`src/rtl/negu_pkg.sv`:
```
// Shared types and sizing helpers for the sequential negate/abs unit.
package negu_pkg;

  typedef enum logic [1:0] {
    OP_NOT  = 2'b00,
    OP_NEG  = 2'b01,
    OP_ABS  = 2'b10,
    OP_PASS = 2'b11
  } negu_op_t;

  typedef enum logic [1:0] {
    S_IDLE,
    S_RUN,
    S_DONE
  } state_t;

  function automatic int unsigned nchunk(input int unsigned n, input int unsigned w);
    return n / w;
  endfunction

  // Chunk index needs at least one bit even when the operand is a single chunk.
  function automatic int unsigned idx_width(input int unsigned nc);
    return (nc > 1) ? $clog2(nc) : 1;
  endfunction

endpackage

```
`src/rtl/seq_negate_unit_if.sv`:
```
// Start/ready/done handshake plus operand and result bundle for seq_negate_unit.
interface seq_negate_unit_if #(
  parameter int unsigned N = 32
);
  logic         start;
  logic [1:0]   op;
  logic [N-1:0] A;
  logic         ready;
  logic         done;
  logic [N-1:0] F;
  logic         zero;
  logic         ovf;

  modport master (
    output start, op, A,
    input  ready, done, F, zero, ovf
  );

  modport slave (
    input  start, op, A,
    output ready, done, F, zero, ovf
  );
endinterface

```
`src/rtl/neg_chunk.sv`:
```
// One W-bit slice of the negate datapath: optional bitwise inversion plus carry-in.
module neg_chunk #(
  parameter int unsigned W = 8
) (
  input  logic [W-1:0] chunk_i,
  input  logic         inv_i,
  input  logic         cin_i,
  output logic [W-1:0] r_o,
  output logic         cout_o
);
  logic [W-1:0] chunk_n;
  logic [W-1:0] sel;

  for (genvar i = 0; i < W; i++) begin : g_inv
    assign chunk_n[i] = ~chunk_i[i];
  end

  assign sel = inv_i ? chunk_n : chunk_i;
  assign {cout_o, r_o} = {1'b0, sel} + {{W{1'b0}}, cin_i};
endmodule

```
`src/rtl/seq_negate_unit.sv`:
```
// Multi-cycle NOT/NEG/ABS/PASS unit: W bits per cycle, LSB chunk first, +1 ripple held
// in a carry register between chunks.
module seq_negate_unit
  import negu_pkg::*;
#(
  parameter int unsigned N = 32,
  parameter int unsigned W = 8
) (
  input logic              clk,
  input logic              rst,
  seq_negate_unit_if.slave bus
);
  localparam int unsigned    NCHUNK   = nchunk(N, W);
  localparam int unsigned    IW       = idx_width(NCHUNK);
  localparam logic [IW-1:0]  LAST_IDX = IW'(NCHUNK - 1);

  state_t        state_q, state_d;
  logic [N-1:0]  opnd_q, opnd_d;
  logic [N-1:0]  f_q, f_d;
  logic          zero_q, zero_d;
  logic          ovf_q, ovf_d;
  logic [IW-1:0] idx_q, idx_d;
  logic          carry_q, carry_d;
  logic          inv_q, inv_d;
  negu_op_t      op_q, op_d;

  logic          accept;
  logic          last_chunk;
  logic [W-1:0]  chunk_in;
  logic [W-1:0]  chunk_r;
  logic          chunk_c;
  logic          ready;
  logic          done;

  assign accept     = (state_q == S_IDLE) && bus.start;
  assign last_chunk = (state_q == S_RUN) && (idx_q == LAST_IDX);
  assign chunk_in   = opnd_q[idx_q*W +: W];

  neg_chunk #(
    .W(W)
  ) u_chunk (
    .chunk_i(chunk_in),
    .inv_i  (inv_q),
    .cin_i  (carry_q),
    .r_o    (chunk_r),
    .cout_o (chunk_c)
  );

  // FSM state register
  always_ff @(posedge clk or posedge rst) begin
    if (rst) begin
      state_q <= S_IDLE;
    end else begin
      state_q <= state_d;
    end
  end

  // FSM next state
  always_comb begin
    state_d = state_q;
    unique case (state_q)
      S_IDLE:  if (bus.start) state_d = S_RUN;
      S_RUN:   if (last_chunk) state_d = S_DONE;
      S_DONE:  state_d = S_IDLE;
      default: state_d = S_IDLE;
    endcase
  end

  // FSM outputs
  always_comb begin
    ready = 1'b0;
    done  = 1'b0;
    unique case (state_q)
      S_IDLE:  ready = 1'b1;
      S_DONE:  done  = 1'b1;
      default: ;
    endcase
  end

  // Datapath next state
  always_comb begin
    opnd_d  = opnd_q;
    f_d     = f_q;
    zero_d  = zero_q;
    ovf_d   = ovf_q;
    idx_d   = idx_q;
    carry_d = carry_q;
    inv_d   = inv_q;
    op_d    = op_q;
    if (accept) begin
      opnd_d = bus.A;
      f_d    = '0;
      zero_d = 1'b0;
      ovf_d  = 1'b0;
      idx_d  = '0;
      op_d   = negu_op_t'(bus.op);
      unique case (negu_op_t'(bus.op))
        OP_NOT:  begin inv_d = 1'b1;         carry_d = 1'b0;         end
        OP_NEG:  begin inv_d = 1'b1;         carry_d = 1'b1;         end
        OP_ABS:  begin inv_d = bus.A[N-1];   carry_d = bus.A[N-1];   end
        OP_PASS: begin inv_d = 1'b0;         carry_d = 1'b0;         end
        default: begin inv_d = 1'b0;         carry_d = 1'b0;         end
      endcase
    end else if (state_q == S_RUN) begin
      f_d[idx_q*W +: W] = chunk_r;
      carry_d           = chunk_c;
      idx_d             = idx_q + 1'b1;
      if (last_chunk) begin
        // Top-chunk carry-out is dropped; only the MSB reveals the most-negative wrap.
        idx_d  = '0;
        zero_d = (f_d == '0);
        ovf_d  = ((op_q == OP_NEG) || (op_q == OP_ABS)) && opnd_q[N-1] && f_d[N-1];
      end
    end
  end

  always_ff @(posedge clk or posedge rst) begin
    if (rst) begin
      opnd_q  <= '0;
      f_q     <= '0;
      zero_q  <= 1'b0;
      ovf_q   <= 1'b0;
      idx_q   <= '0;
      carry_q <= 1'b0;
      inv_q   <= 1'b0;
      op_q    <= OP_NOT;
    end else begin
      opnd_q  <= opnd_d;
      f_q     <= f_d;
      zero_q  <= zero_d;
      ovf_q   <= ovf_d;
      idx_q   <= idx_d;
      carry_q <= carry_d;
      inv_q   <= inv_d;
      op_q    <= op_d;
    end
  end

  assign bus.ready = ready;
  assign bus.done  = done;
  assign bus.F     = f_q;
  assign bus.zero  = zero_q;
  assign bus.ovf   = ovf_q;
endmodule

```
`src/flat_wrapper.sv`:
```
// flat-port wrapper written by rule: the top's interface ports become plain ports
module seq_negate_unit_flat import negu_pkg::*;
#(
  parameter int unsigned N = 32,
  parameter int unsigned W = 8
)
  (clk, rst, bus_start, bus_op, bus_A, bus_ready, bus_done, bus_F, bus_zero, bus_ovf);
  seq_negate_unit_if #(.N(N)) bus_i ();
  input logic clk;
  input logic rst;
  input wire logic [$bits(bus_i.start)-1:0] bus_start;
  input wire logic [$bits(bus_i.op)-1:0] bus_op;
  input wire logic [$bits(bus_i.A)-1:0] bus_A;
  output wire logic [$bits(bus_i.ready)-1:0] bus_ready;
  output wire logic [$bits(bus_i.done)-1:0] bus_done;
  output wire logic [$bits(bus_i.F)-1:0] bus_F;
  output wire logic [$bits(bus_i.zero)-1:0] bus_zero;
  output wire logic [$bits(bus_i.ovf)-1:0] bus_ovf;
  assign bus_i.start = bus_start;
  assign bus_i.op = bus_op;
  assign bus_i.A = bus_A;
  assign bus_ready = bus_i.ready;
  assign bus_done = bus_i.done;
  assign bus_F = bus_i.F;
  assign bus_zero = bus_i.zero;
  assign bus_ovf = bus_i.ovf;
  seq_negate_unit #(.N(N), .W(W)) u_core (.clk(clk), .rst(rst), .bus(bus_i));
endmodule
```
`config.mk`:
```
export PLATFORM = sky130hd
export DESIGN_NAME = seq_negate_unit_flat
export DESIGN_NICKNAME = d
export VERILOG_FILES = /design/src/rtl/negu_pkg.sv /design/src/rtl/seq_negate_unit_if.sv /design/src/rtl/neg_chunk.sv /design/src/rtl/seq_negate_unit.sv /design/src/flat_wrapper.sv
export SDC_FILE = /design/constraint.sdc
export NUM_CORES = 1
export LEC_CHECK = 0
export BUFFER_PORTS_ARGS = -buffer_cell sky130_fd_sc_hd__buf_4
export CORE_MARGIN = 2
export CORE_UTILIZATION = 54
export DETAILED_ROUTE_END_ITERATION = 8
export PLACE_DENSITY = 0.79
export SLEW_MARGIN = 20
export SYNTH_ARGS = -nofsm -noshare
export SYNTH_HDL_FRONTEND = slang
export SYNTH_SLANG_ARGS = --single-unit
```
`constraint.sdc`:
```
create_clock -name clk -period 7.1 [get_ports clk]
set_clock_uncertainty 0.05 [all_clocks]
set_input_delay 0.71 -clock clk [delete_from_list [all_inputs] [get_ports clk]]
set_output_delay 0.71 -clock clk [all_outputs]
set_load 0.005 [all_outputs]
```
==> metrics.txt <==
commonest non-fill, non-tap cells in the layout nand2_1 (112), buf_4 (75), dfrtp_1 (74); Avg Cell Area, Syn 10.14 um2; top cell type by total area after synthesis dfrtp_1; Primary FF master, synth dfrtp_1; Routed Antenna Nets 0; Port Buffer Count 72; Vias/cell 5.713; Hold Path Origin u_core.opnd_q[20]$_DFFE_PP0P_; synth unique cells 42; Max Transition Viols Final 0; Synth async-reset ratio 1.000; via count 2885; Remaining DRCs 0; post_cts resized 0; Reg2Reg Setup Slack 3.54 ns; # diodes 0; first-pass GRT wire length 13.03 mm; hold depth 2; initial antenna violation count 0; H-tree Lvls 3; Netlist Area Pre-Place 3578 um2; worst skew pair latency 0.34 ns; CP delay by family, top flip-flops; Final min period 3.560 ns; worst r2r src u_core.idx_q[0]$_DFFE_PP0P_; pin count of the biggest net entering global routing 75; #FFs+latches synth 74; fmax 280.9 MHz; share of cells above drive strength 1 0.2290; overall routed net length 8.070 mm; hold buffers post-CTS 0; gate count of the mapped netlist 353; Net Switching 0.8627 mW; PD cells 476.3 nW/um2; clock root cell clkbuf_8; Hold Crit Endpoint u_core.opnd_q[20]$_DFFE_PP0P_; Die H 85.41 um; Clock Sinks 74; CTS tree done; Die ar. 7294 um2; RR Endpoint u_core.bus.zero$_DFFE_PP0P_; Leak 2.232 nW; Crit Path Class reg -> reg; Inserted Clock Buffers 9; depth of the most critical reg-to-reg path 11; setup bufs post-CTS 0; Seq pwr share 0.348; combinational fraction of design power 0.477; relative slew slack 0.3222; register area share after synthesis 0.5175; Worst Path Arrival 3.76 ns; most common cell after layout, fill and taps aside nand2_1; Net Count, Synth 399; final hold vios 0; internal cell power 1.234 mW; total grt overflow 0; switching fraction of total power 0.4115; endpoint class of the critical path register; period utilisation layout 0.5014; RSZ-0062 raised after global routing no; First DRT Iteration DRCs 251; Startpoint Class register; Synth top area share 0.5175; critical path required time 7.30 ns; I/O pins 73; Largest stage delay, worst path 0.90 ns; Cell Rows 29; Hold Slack 0.4233 ns; DR pass1 iterations 5; Final Non-Filler Cells 505; Crit-path slowest cell dfrtp_1; Global Route Usage Sum 0.2297; HP Class reg -> reg; Max Root-Sink Buffers 2; core area 6386 um2; clock network fraction of total power 0.175; # Max-Cap Violations 0; crit path buf inv count 0; worst path cell trace mux4_2 > xor2_1 > ha_1 > ha_1 > xnor2_1 > xor2_1 > nor4b_1 > a21oi_1 > and4_1 > o211ai_1 > o31ai_1; vias in the first global route 2703; Synth area leaders dfrtp_1 (52%), nand2_1 (12%), a22o_1 (6.9%); Tightest Pin Transition 1.007 ns; clock slew at reported path FFs 0.08 ns; fin nets 469; outcome finished clean; CP Max Fanout 18; dpl cells 489; total power 2.097 mW; area delta synth->final 23.01%; synth warn 0; WL per Instance 15.98 um; Post-synth EDFFs 0; Final Wtd Congestion 0.9896; setup violators final 0; Initial Utilization 0.5603; Horiz. Die Dim 85.41 um; setup TNS 0 ns; worst vdd ir 0.2464 mV; Post-DP HPWL 5.575 mm
-- synth_stat cells, types with 2 or more instances --
cell,instances
inv_1,6
mux2i_1,4
o211ai_1,2
o31a_1,2
nor3_1,6
a22o_1,28
nand3_1,4
ha_1,9
a21oi_1,11
and3_1,3
clkbuf_1,13
a21o_1,4
nor2_1,7
nor4_1,6
dfrtp_1,74
nand2b_1,5
nand2_1,112
o21ai_0,7
xnor2_1,9
a22oi_1,3
mux4_1,2
o31ai_1,2
xor2_1,7
mux4_2,6
nor2b_1,4
-- power groups by stage --
stage,combinational (mW),sequential (mW),clock [mW]
after floorplan,0.712,0.676,0
after global placement,0.961,0.729,0
after detailed placement,0.985,0.736,0
after CTS,0.991,0.729,0.370
after global routing,1.09,0.753,0.387
final,0.999,0.730,0.367
-- how the worst max path moves through the flow --
| stage | start | endpoint | slack [ns] | depth (start not counted) |
|---|---|---|---|---|
| finish | u_core.idx_q[0]$_DFFE_PP0P_ | u_core.bus.zero$_DFFE_PP0P_ | 3.54 | 11 |
| global route | u_core.idx_q[0]$_DFFE_PP0P_ | u_core.bus.zero$_DFFE_PP0P_ | 3.16 | 11 |
| CTS | u_core.idx_q[0]$_DFFE_PP0P_ | u_core.bus.zero$_DFFE_PP0P_ | 3.54 | 11 |
| detailed placement | u_core.idx_q[0]$_DFFE_PP0P_ | u_core.bus.zero$_DFFE_PP0P_ | 3.55 | 11 |
| global placement | u_core.idx_q[0]$_DFFE_PP0P_ | u_core.bus.zero$_DFFE_PP0P_ | 3.66 | 11 |
| floorplan | u_core.idx_q[0]$_DFFE_PP0P_ | u_core.bus.zero$_DFFE_PP0P_ | 3.86 | 13 |
-- per-layer routing --
metal	share of wire	wire, um	GRT usage
met1	0.45	3642	0.3262
met2	0.46	3698	0.3438
met5	0	0	0
met3	0.066	534	0.03696
met4	0.024	195	0.1169
-- flip-flops by register name, indices dropped and copies added (netlist names) --
name,cells
u_core.opnd_q,32
u_core.inv_q,1
u_core.idx_q,2
u_core.bus.zero,1
u_core.carry_q,1
u_core.bus.F,32
u_core.bus.ovf,1
u_core.op_q,2
u_core.state_q,2
-- cells by family (layout without fill, tap and decap cells) --
logic type               count (synthesis)  count (layout)  synth area share
multiplexers                            12              12           0.06364
buffers and inverters                   22              97           0.02622
flip-flops                              74              74            0.5175
AO/OA/AOI/OAI                           65              65            0.1339
AND/OR/NAND/NOR                        155             155            0.1881
XOR/XNOR                                16              16           0.03916
adder cells (fa/ha/maj)                  9               9           0.03147
-- metrics by stage --
stage                     setup WS [ns]    util  cell area (um2)
final                             3.540  0.6893             4402
after global routing              3.160  0.6893             4402
after CTS                         3.543  0.6883             4395
after detailed placement          3.554  0.6524             4167
after global placement            3.664  0.6524             4167
after floorplan                   3.859       -             3578
-- final cells by class --
class	instances	area (um2)
fill	511	1984
sequential	74	1852
multi-input combinational	257	1639
timing repair buffer	75	563.0
clock buffer	12	155.1
tap	77	96.34
clock inverter	4	73.82
inverter	6	22.52
-- worst register-to-register path, stage by stage (launching register included) --
cell and delay (ns):
dfrtp_1 0.90, mux4_2 0.61, xor2_1 0.16, ha_1 0.27, ha_1 0.25, xnor2_1 0.26, xor2_1 0.14, nor4b_1 0.16
a21oi_1 0.18, and4_1 0.21, o211ai_1 0.10, o31ai_1 0.21
(Power assumes the default switching activity.)
